<file path="config.mk">
export PLATFORM = sky130hd
export DESIGN_NAME = image_frame_capture
export DESIGN_NICKNAME = d
export VERILOG_FILES = /design/src/rtl/image_frame_capture.sv
export SDC_FILE = /design/constraint.sdc
export NUM_CORES = 1
export LEC_CHECK = 0
export ABC_CLOCK_PERIOD_IN_PS = 3150
export BUFFER_PORTS_ARGS = -buffer_cell sky130_fd_sc_hd__clkbuf_2
export CAP_MARGIN = 30
export CORE_UTILIZATION = 45
export CTS_CLUSTER_SIZE = 12
export DETAILED_ROUTE_END_ITERATION = 8
export GPL_ROUTABILITY_DRIVEN = 0
export PLACE_DENSITY = 0.73
export SYNTH_ARGS = -nofsm -noshare
export SYNTH_HDL_FRONTEND = slang
export SYNTH_SLANG_ARGS = --single-unit
export TNS_END_PERCENT = 10
</file>
<file path="constraint.sdc">
create_clock -name clk -period 3.15 [get_ports clk]
set_input_delay 0.63 -clock clk [delete_from_list [all_inputs] [get_ports clk]]
set_output_delay 0.63 -clock clk [all_outputs]
set_load 0.005 [all_outputs]
</file>
<file path="src/rtl/image_frame_capture.sv">
// Captures one frame of serial R,G,B bytes from image_blur after its done
// indication and writes each packed 24-bit pixel to a frame-buffer port.
module image_frame_capture #(
    parameter int WIDTH  = 350,
    parameter int HEIGHT = 350,
    parameter int ADDR_W = 17
) (
    input  logic              clk,
    input  logic              reset,
    input  logic              done,
    input  logic [7:0]        image_in,
    output logic              wr_en,
    output logic [ADDR_W-1:0] wr_addr,
    output logic [23:0]       wr_data,
    output logic              busy,
    output logic              frame_done
);

    localparam int PIXELS = WIDTH * HEIGHT;
    localparam logic [ADDR_W-1:0] LAST_PIX = ADDR_W'(PIXELS - 1);

    typedef enum logic [1:0] {
        IDLE    = 2'd0,
        SKIP    = 2'd1,
        CAPTURE = 2'd2,
        FINISH  = 2'd3
    } state_t;

    state_t            state_reg, state_next;
    logic [1:0]        phase_reg, phase_next;
    logic [ADDR_W-1:0] pix_reg, pix_next;
    logic [7:0]        r_reg, r_next;
    logic [7:0]        g_reg, g_next;
    logic              wr_en_reg, wr_en_next;
    logic [ADDR_W-1:0] wr_addr_reg, wr_addr_next;
    logic [23:0]       wr_data_reg, wr_data_next;
    logic              busy_reg, busy_next;
    logic              frame_done_reg, frame_done_next;

    always_comb begin
        state_next      = state_reg;
        phase_next      = phase_reg;
        pix_next        = pix_reg;
        r_next          = r_reg;
        g_next          = g_reg;
        wr_en_next      = 1'b0;
        wr_addr_next    = wr_addr_reg;
        wr_data_next    = wr_data_reg;
        busy_next       = busy_reg;
        frame_done_next = 1'b0;

        case (state_reg)
            IDLE: begin
                if (done) begin
                    state_next = SKIP;
                    busy_next  = 1'b1;
                end
            end
            // One-cycle alignment gap: image_in is not yet valid here.
            SKIP: begin
                state_next = CAPTURE;
            end
            CAPTURE: begin
                case (phase_reg)
                    2'd0: begin
                        r_next     = image_in;
                        phase_next = 2'd1;
                    end
                    2'd1: begin
                        g_next     = image_in;
                        phase_next = 2'd2;
                    end
                    default: begin
                        wr_en_next   = 1'b1;
                        wr_data_next = {r_reg, g_reg, image_in};
                        wr_addr_next = pix_reg;
                        phase_next   = 2'd0;
                        if (pix_reg == LAST_PIX) begin
                            state_next = FINISH;
                            pix_next   = '0;
                        end else begin
                            pix_next = pix_reg + 1'b1;
                        end
                    end
                endcase
            end
            FINISH: begin
                frame_done_next = 1'b1;
                busy_next       = 1'b0;
                phase_next      = 2'd0;
                pix_next        = '0;
                state_next      = IDLE;
            end
            default: begin
                state_next = IDLE;
            end
        endcase
    end

    always_ff @(posedge clk) begin
        if (reset) begin
            state_reg      <= IDLE;
            phase_reg      <= 2'd0;
            pix_reg        <= '0;
            r_reg          <= 8'd0;
            g_reg          <= 8'd0;
            wr_en_reg      <= 1'b0;
            wr_addr_reg    <= '0;
            wr_data_reg    <= 24'd0;
            busy_reg       <= 1'b0;
            frame_done_reg <= 1'b0;
        end else begin
            state_reg      <= state_next;
            phase_reg      <= phase_next;
            pix_reg        <= pix_next;
            r_reg          <= r_next;
            g_reg          <= g_next;
            wr_en_reg      <= wr_en_next;
            wr_addr_reg    <= wr_addr_next;
            wr_data_reg    <= wr_data_next;
            busy_reg       <= busy_next;
            frame_done_reg <= frame_done_next;
        end
    end

    assign wr_en      = wr_en_reg;
    assign wr_addr    = wr_addr_reg;
    assign wr_data    = wr_data_reg;
    assign busy       = busy_reg;
    assign frame_done = frame_done_reg;

endmodule

</file>
==> results of run 1 <==
[area by class of cell]
cell class              instances  area share (%)
well taps                      99            3.25
multi-input cells             276            40.8
repair buffers                 58            7.89
clock buffers                  13            3.91
inverters                       5           0.493
flip-flops and latches         81            42.6
clock inverters                 2            1.02
[worst reg2reg max path, delay by kind of cell, from the launching register on]
kind | cells | cell delay [ns]
AO/OA/AOI/OAI | 3 | 1.20
adder cells (fa/ha/maj) | 1 | 0.29
flip-flops | 1 | 0.33
AND/OR/NAND/NOR | 1 | 0.36
[cells in the final DEF, fill, tap and decap left out, types with 3 or more instances in the layout]
cell,netlist,layout
nand2_1,97,97
dfxtp_1,81,81
clkbuf_2,0,54
a21oi_1,47,47
nor2_1,29,29
mux2i_1,21,21
nand3_1,12,12
nand4_1,10,10
clkbuf_8,0,10
a31oi_1,8,8
inv_1,5,5
ha_1,4,4
buf_4,1,4
a41oi_1,3,3
nand3b_1,3,3
o21ai_0,3,3
clkbuf_1,12,3
[power groups by stage]
stage / Sequential [mW] / Combinational (mW) / Clock, mW
2_1_floorplan: 1.12 / 0.239 / 0
3_3_place_gp: 1.13 / 0.282 / 0
3_5_place_dp: 1.14 / 0.292 / 0
4_1_cts: 1.11 / 0.295 / 0.748
5_1_grt: 1.12 / 0.328 / 0.798
6_report: 1.11 / 0.294 / 0.742
[metal layers]
layer  up-vias  global-route usage (%)  wire [µm]
li1       1437                       -          -
met3        16                    5.75        342
met5         -                       0          0
met2        72                    28.5       3160
met1      1280                    28.3       3680
met4         0                    8.21        118
[logic make-up (layout without fill, tap and decap cells)]
kind of cell             count (synthesis)  in the layout  share of synthesized area [%]
multiplexers                            22             22                           6.72
AO/OA/AOI/OAI                           78             78                           14.2
flip-flops                              81             81                           48.6
adder cells (fa/ha/maj)                  4              4                           1.50
AND/OR/NAND/NOR                        172            172                           24.1
buffers and inverters                   33             78                           4.80
[worst max-delay path by stage]
stage | from | endpoint | depth (start not counted)
final | state_reg[0]$_SDFFE_PP0P_ | pix_reg[6]$_SDFFE_PP0P_ | 5
after detailed placement | reset | pix_reg[10]$_SDFFE_PP0P_ | 6
after global placement | reset | pix_reg[10]$_SDFFE_PP0P_ | 6
after floorplan | state_reg[0]$_SDFFE_PP0P_ | pix_reg[10]$_SDFFE_PP0P_ | 8
after global routing | state_reg[0]$_SDFFE_PP0P_ | pix_reg[6]$_SDFFE_PP0P_ | 5
after CTS | state_reg[0]$_SDFFE_PP0P_ | pix_reg[6]$_SDFFE_PP0P_ | 5
[metrics by stage]
step	power, mW	instance area (µm²)	hold WS [ns]
floorplan	1.36	3330	0.431
global placement	1.42	3620	0.435
detailed placement	1.43	3620	0.445
CTS	2.16	3810	0.453
global route	2.25	3810	0.467
finish	2.15	3810	0.445
==> metrics.csv, run 1 <==
metric,value,unit
worst-path fanout max,22,
CP arrival,2.53,ns
"Setup violations, final",0,
clock root cell,clkbuf_8,
"reg-to-reg slack, setup",0.90,ns
drt wl/cell,13.7,µm
# IOs,55,
CTS tree,built,
measured slew at the worst slew-check pin,0.961,ns
Rows,31,
fin worst setup slack,0.896,ns
layout cells sized above 1,19.1,%
Peak supply drop,0.454,mV
top post-synthesis cells by area,"dfxtp_1 49%, nand2_1 11%, a21oi_1 7.1%",
mapped cell area,3330,µm²
Async SR Flop Fraction,0,%
fmax,444,MHz
First-pass DRT Iterations,4,
"CTS clk-pin slew, worst paths",0.08,ns
"delay-heaviest family, CP",compound AO/OA/AOI/OAI gates,
worst min-delay path class,flop to flop,
Vias,2805,
WHS Endpoint,wr_data[8]$_SDFFE_PP0P_,
sequential power share,51.8,%
Post-synth EDFFs,0,
Yosys top cell area share,48.6,%
worst r2r src,state_reg[0]$_SDFFE_PP0P_,
Pwr Density,565,nW/µm²
Util after Layout,52.8,%
PortBufs,54,
"Seq/Total Area, Yosys",48.6,%
largest net degree at the start of global routing,66,
final WL,7300,µm
1st-iter DRT viols,209,
switching power,567,µW
maxcap violations,0,
cell count after synthesis,390,
die span in x,88.1,µm
# clock sinks,81,
NumNets Final,446,
post-cts sizing count,0,
vias in the first global route,2490,
switching share of power,26.4,%
Synth Warn #,0,
Synth cell types,48,
HP Start,g_reg[0]$_SDFFE_PP0P_,
GRT Total Usage,20.0,%
Worst Hold Depth,2,
Rel. slew slack,35.9,%
global-route wire length before repair,12000,µm
worst-path cell chain,ha_1 > or2_2 > a41oi_2 > o21ai_0 > a31oi_1,
TritonCTS buffer count,9,
initial antenna violation count,0,
status,completed,
"slowest stage delay, CP",0.78,ns
placed cell count,519,
commonest cells in the netlist,"97 x nand2_1, 81 x dfxtp_1, 47 x a21oi_1",
max reg flops,24,
worst path required time,3.43,ns
Post-DRT Antenna Nets,0,
CP max-delay cell,a41oi_2,
Setup TNS,0,ns
Post-route DRC,0,
mean post-synth cell area,8.55,µm²
Setup Buffers After CTS,0,
Initial Utilization,46.2,%
n_diodes,0,
dpl ws,0.863,ns
grt ovf,0,
#FFs+latches synth,81,
fin crit share,71.6,%
r2r endpoint,pix_reg[6]$_SDFFE_PP0P_,
clock power share,34.5,%
P&R area growth vs syn,14.1,%
Worst Path Buf+Inv,0,
storage element area,1620,µm²
DP Wirelength,4930,µm
R2R depth,5,
Slew Limit Fails,0,
Die H,88.1,µm
combinational share of power,13.7,%
Non-Filler Instances,534,
syn_nets,405,
fin crit period,2.25,ns
RSZ-0062 raised after global routing,false,
Synth area leader,dfxtp_1,
clk_skew,0.0109,ns
Multi-input gate area,1550,µm²
die area,7760,µm²
total core area,7210,µm²
CP Launch Type,flop,
H-tree depth,3,
ys flop type,dfxtp_1,
Internal Power,1.58,mW
Worst-Skew Late Latency,0.36,ns
most frequent cell after synthesis,nand2_1,
Hold Fails Final Rpt,0,
vias per cell,5.25,
filler instances,733,
CP endpoint kind,flop,
clock buffer depth,2,
Crit Path Class,flop to flop,
CTS hold repair buffers,0,
Leak,1.46,nW
No activity file was read; power rests on OpenSTA's default activity.
==> run 2, diff against run 1 <==
--- a/config.mk
+++ b/config.mk
@@ -5,7 +5,7 @@
 export SDC_FILE = /design/constraint.sdc
 export NUM_CORES = 1
 export LEC_CHECK = 0
-export ABC_CLOCK_PERIOD_IN_PS = 3150
+export ABC_CLOCK_PERIOD_IN_PS = 2400
 export BUFFER_PORTS_ARGS = -buffer_cell sky130_fd_sc_hd__clkbuf_2
 export CAP_MARGIN = 30
 export CORE_UTILIZATION = 45
==> constraint.sdc (replaced) <==
create_clock -name clk -period 2.4 [get_ports clk]
set_input_delay 0.48 -clock clk [delete_from_list [all_inputs] [get_ports clk]]
set_output_delay 0.48 -clock clk [all_outputs]
set_load 0.005 [all_outputs]
==> run 2 against run 1 <==
Compared with the run above: sequential cell count stayed put; routed wire length is 1.2% lower; combinational power is 29% higher; first-iteration DRC count is 25% higher; die area stayed put; register-to-register slack worse by 0.43 ns; power is 39% higher; clock-buffer cell count is 2 lower; final cell count is 0.37% higher; via count is 2.9% higher; largest power group unchanged.
==> metrics.csv, run 2 (synthesis results as in run 1) <==
metric,value,unit
CP arrival,2.19,ns
switching share of power,25.8,%
Setup TNS,0,ns
initial antenna violation count,0,
storage element area,1620,µm²
vias in the first global route,2565,
"reg-to-reg slack, setup",0.47,ns
Slew Limit Fails,0,
total core area,7210,µm²
Setup Buffers After CTS,0,
clk_skew,0.0120,ns
clock root cell,clkbuf_8,
WL met2,3220,µm
Crit Path Class,flop to flop,
worst r2r src,state_reg[0]$_SDFFE_PP0P_,
P&R area growth vs syn,16.2,%
CTS hold repair buffers,0,
global-route wire length before repair,11800,µm
most frequent cells in the layout,"97 x nand2_1, 81 x dfxtp_1, 54 x clkbuf_2",
HP Start,image_in[1],
PortBufs,54,
drt wl/cell,13.4,µm
switching power,772,µW
max reg flops,24,
clock buffer depth,2,
CTS tree,built,
measured slew at the worst slew-check pin,0.668,ns
largest net degree at the start of global routing,59,
Pwr Density,773,nW/µm²
Initial Utilization,46.2,%
die span in x,88.1,µm
grt ovf,0,
worst min-delay path class,input pin to flop,
n_diodes,0,
vias per cell,5.38,
status,completed,
dpl ws,0.540,ns
TritonCTS buffer count,9,
Rel. slew slack,55.3,%
layout cells sized above 1,20.1,%
fin worst setup slack,0.469,ns
Leak,1.49,nW
filler instances,688,
Hold Fails Final Rpt,0,
clock power share,38.5,%
Post-route DRC,0,
maxcap violations,0,
CP Launch Type,flop,
Hold Worst Slack,0.375,ns
GRT Total Usage,19.5,%
worst-path fanout max,9,
Multi-input gate area,1550,µm²
1st-iter DRT viols,261,
"Setup violations, final",0,
fmax,518,MHz
CP endpoint kind,flop,
"leading cell type in the layout, fill and taps excluded",nand2_1,
Placement Cell Area,3640,µm²
fin crit period,1.93,ns
NumNets Final,447,
Internal Power,2.22,mW
sequential power share,48.9,%
die area,7760,µm²
post-cts sizing count,0,
fin crit share,80.5,%
# IOs,55,
Post-DRT Antenna Nets,0,
Non-Filler Instances,536,
# clock sinks,81,
met3 wire len,376,µm
Peak supply drop,0.383,mV
final WL,7210,µm
Worst-Skew Late Latency,0.35,ns
final non-filler cell area,3870,µm²
placed cell count,520,
H-tree depth,3,
DP Wirelength,4810,µm
Vias,2886,
RSZ-0062 raised after global routing,false,
worst path required time,2.66,ns
Rows,31,
First-pass DRT Iterations,4,
Die H,88.1,µm
"CTS clk-pin slew, worst paths",0.09,ns
DR top layer,met4,
Crit. Startpoint,state_reg[0]$_SDFFE_PP0P_,
combinational share of power,12.7,%
met1 WL,3540,µm
==> run 2: cell count changes in the layout (fill, tap and decap cells not counted), sizes merged <==
cell / change
bufinv: +1
inv: +2
clkinvlp: +1
buf: +1
clkbuf: -2
clkinv: -1
==> run 2: stage by stage <==
step | util [%] | power, mW
after floorplan | - | 1.79
after global placement | 50.4 | 1.86
after detailed placement | 50.4 | 1.87
after CTS | 53.7 | 3.01
after global routing | 53.7 | 3.12
final | 53.7 | 2.99
==> run 2: routing by layer <==
metal / global-route usage (%) / vias to the layer above
met5: 0 / -
met4: 7.18 / 0
met3: 4.52 / 8
met2: 29.5 / 95
met1: 27.3 / 1346
li1: - / 1437
==> run 2: layout make-up <==
class | count | share of cell area (%)
Tap cell | 99 | 3.20
Sequential cell | 81 | 41.8
Clock buffer | 11 | 3.91
Timing Repair Buffer | 59 | 8.27
Clock inverter | 5 | 2.20
Inverter | 5 | 0.484
Multi-Input combinational cell | 276 | 40.1
==> run 2: power by group through the flow <==
stage	registers, mW	clock network (mW)	logic (mW)
3_5_place_dp	1.49	0	0.380
6_report	1.46	1.15	0.380
5_1_grt	1.47	1.22	0.427
4_1_cts	1.46	1.17	0.381
2_1_floorplan	1.47	0	0.313
3_3_place_gp	1.49	0	0.368
==> run 2: critical path: stages (launching register included) <==
cell and delay [ns]:
dfxtp_1 0.34, inv_1 0.08, ha_1 0.30, mux2i_2 0.48, and2_1 0.40, a22oi_1 0.15, o31ai_1 0.09
==> run 2: path summary, 6_finish.rpt <==
path	end	cells past startpoint
hold / removal	wr_data[1]$_SDFFE_PP0P_	3
hold reg to reg	wr_data[9]$_SDFFE_PP0P_	2
setup / recovery	pix_reg[8]$_SDFFE_PP0P_	6
setup reg to reg	pix_reg[8]$_SDFFE_PP0P_	6
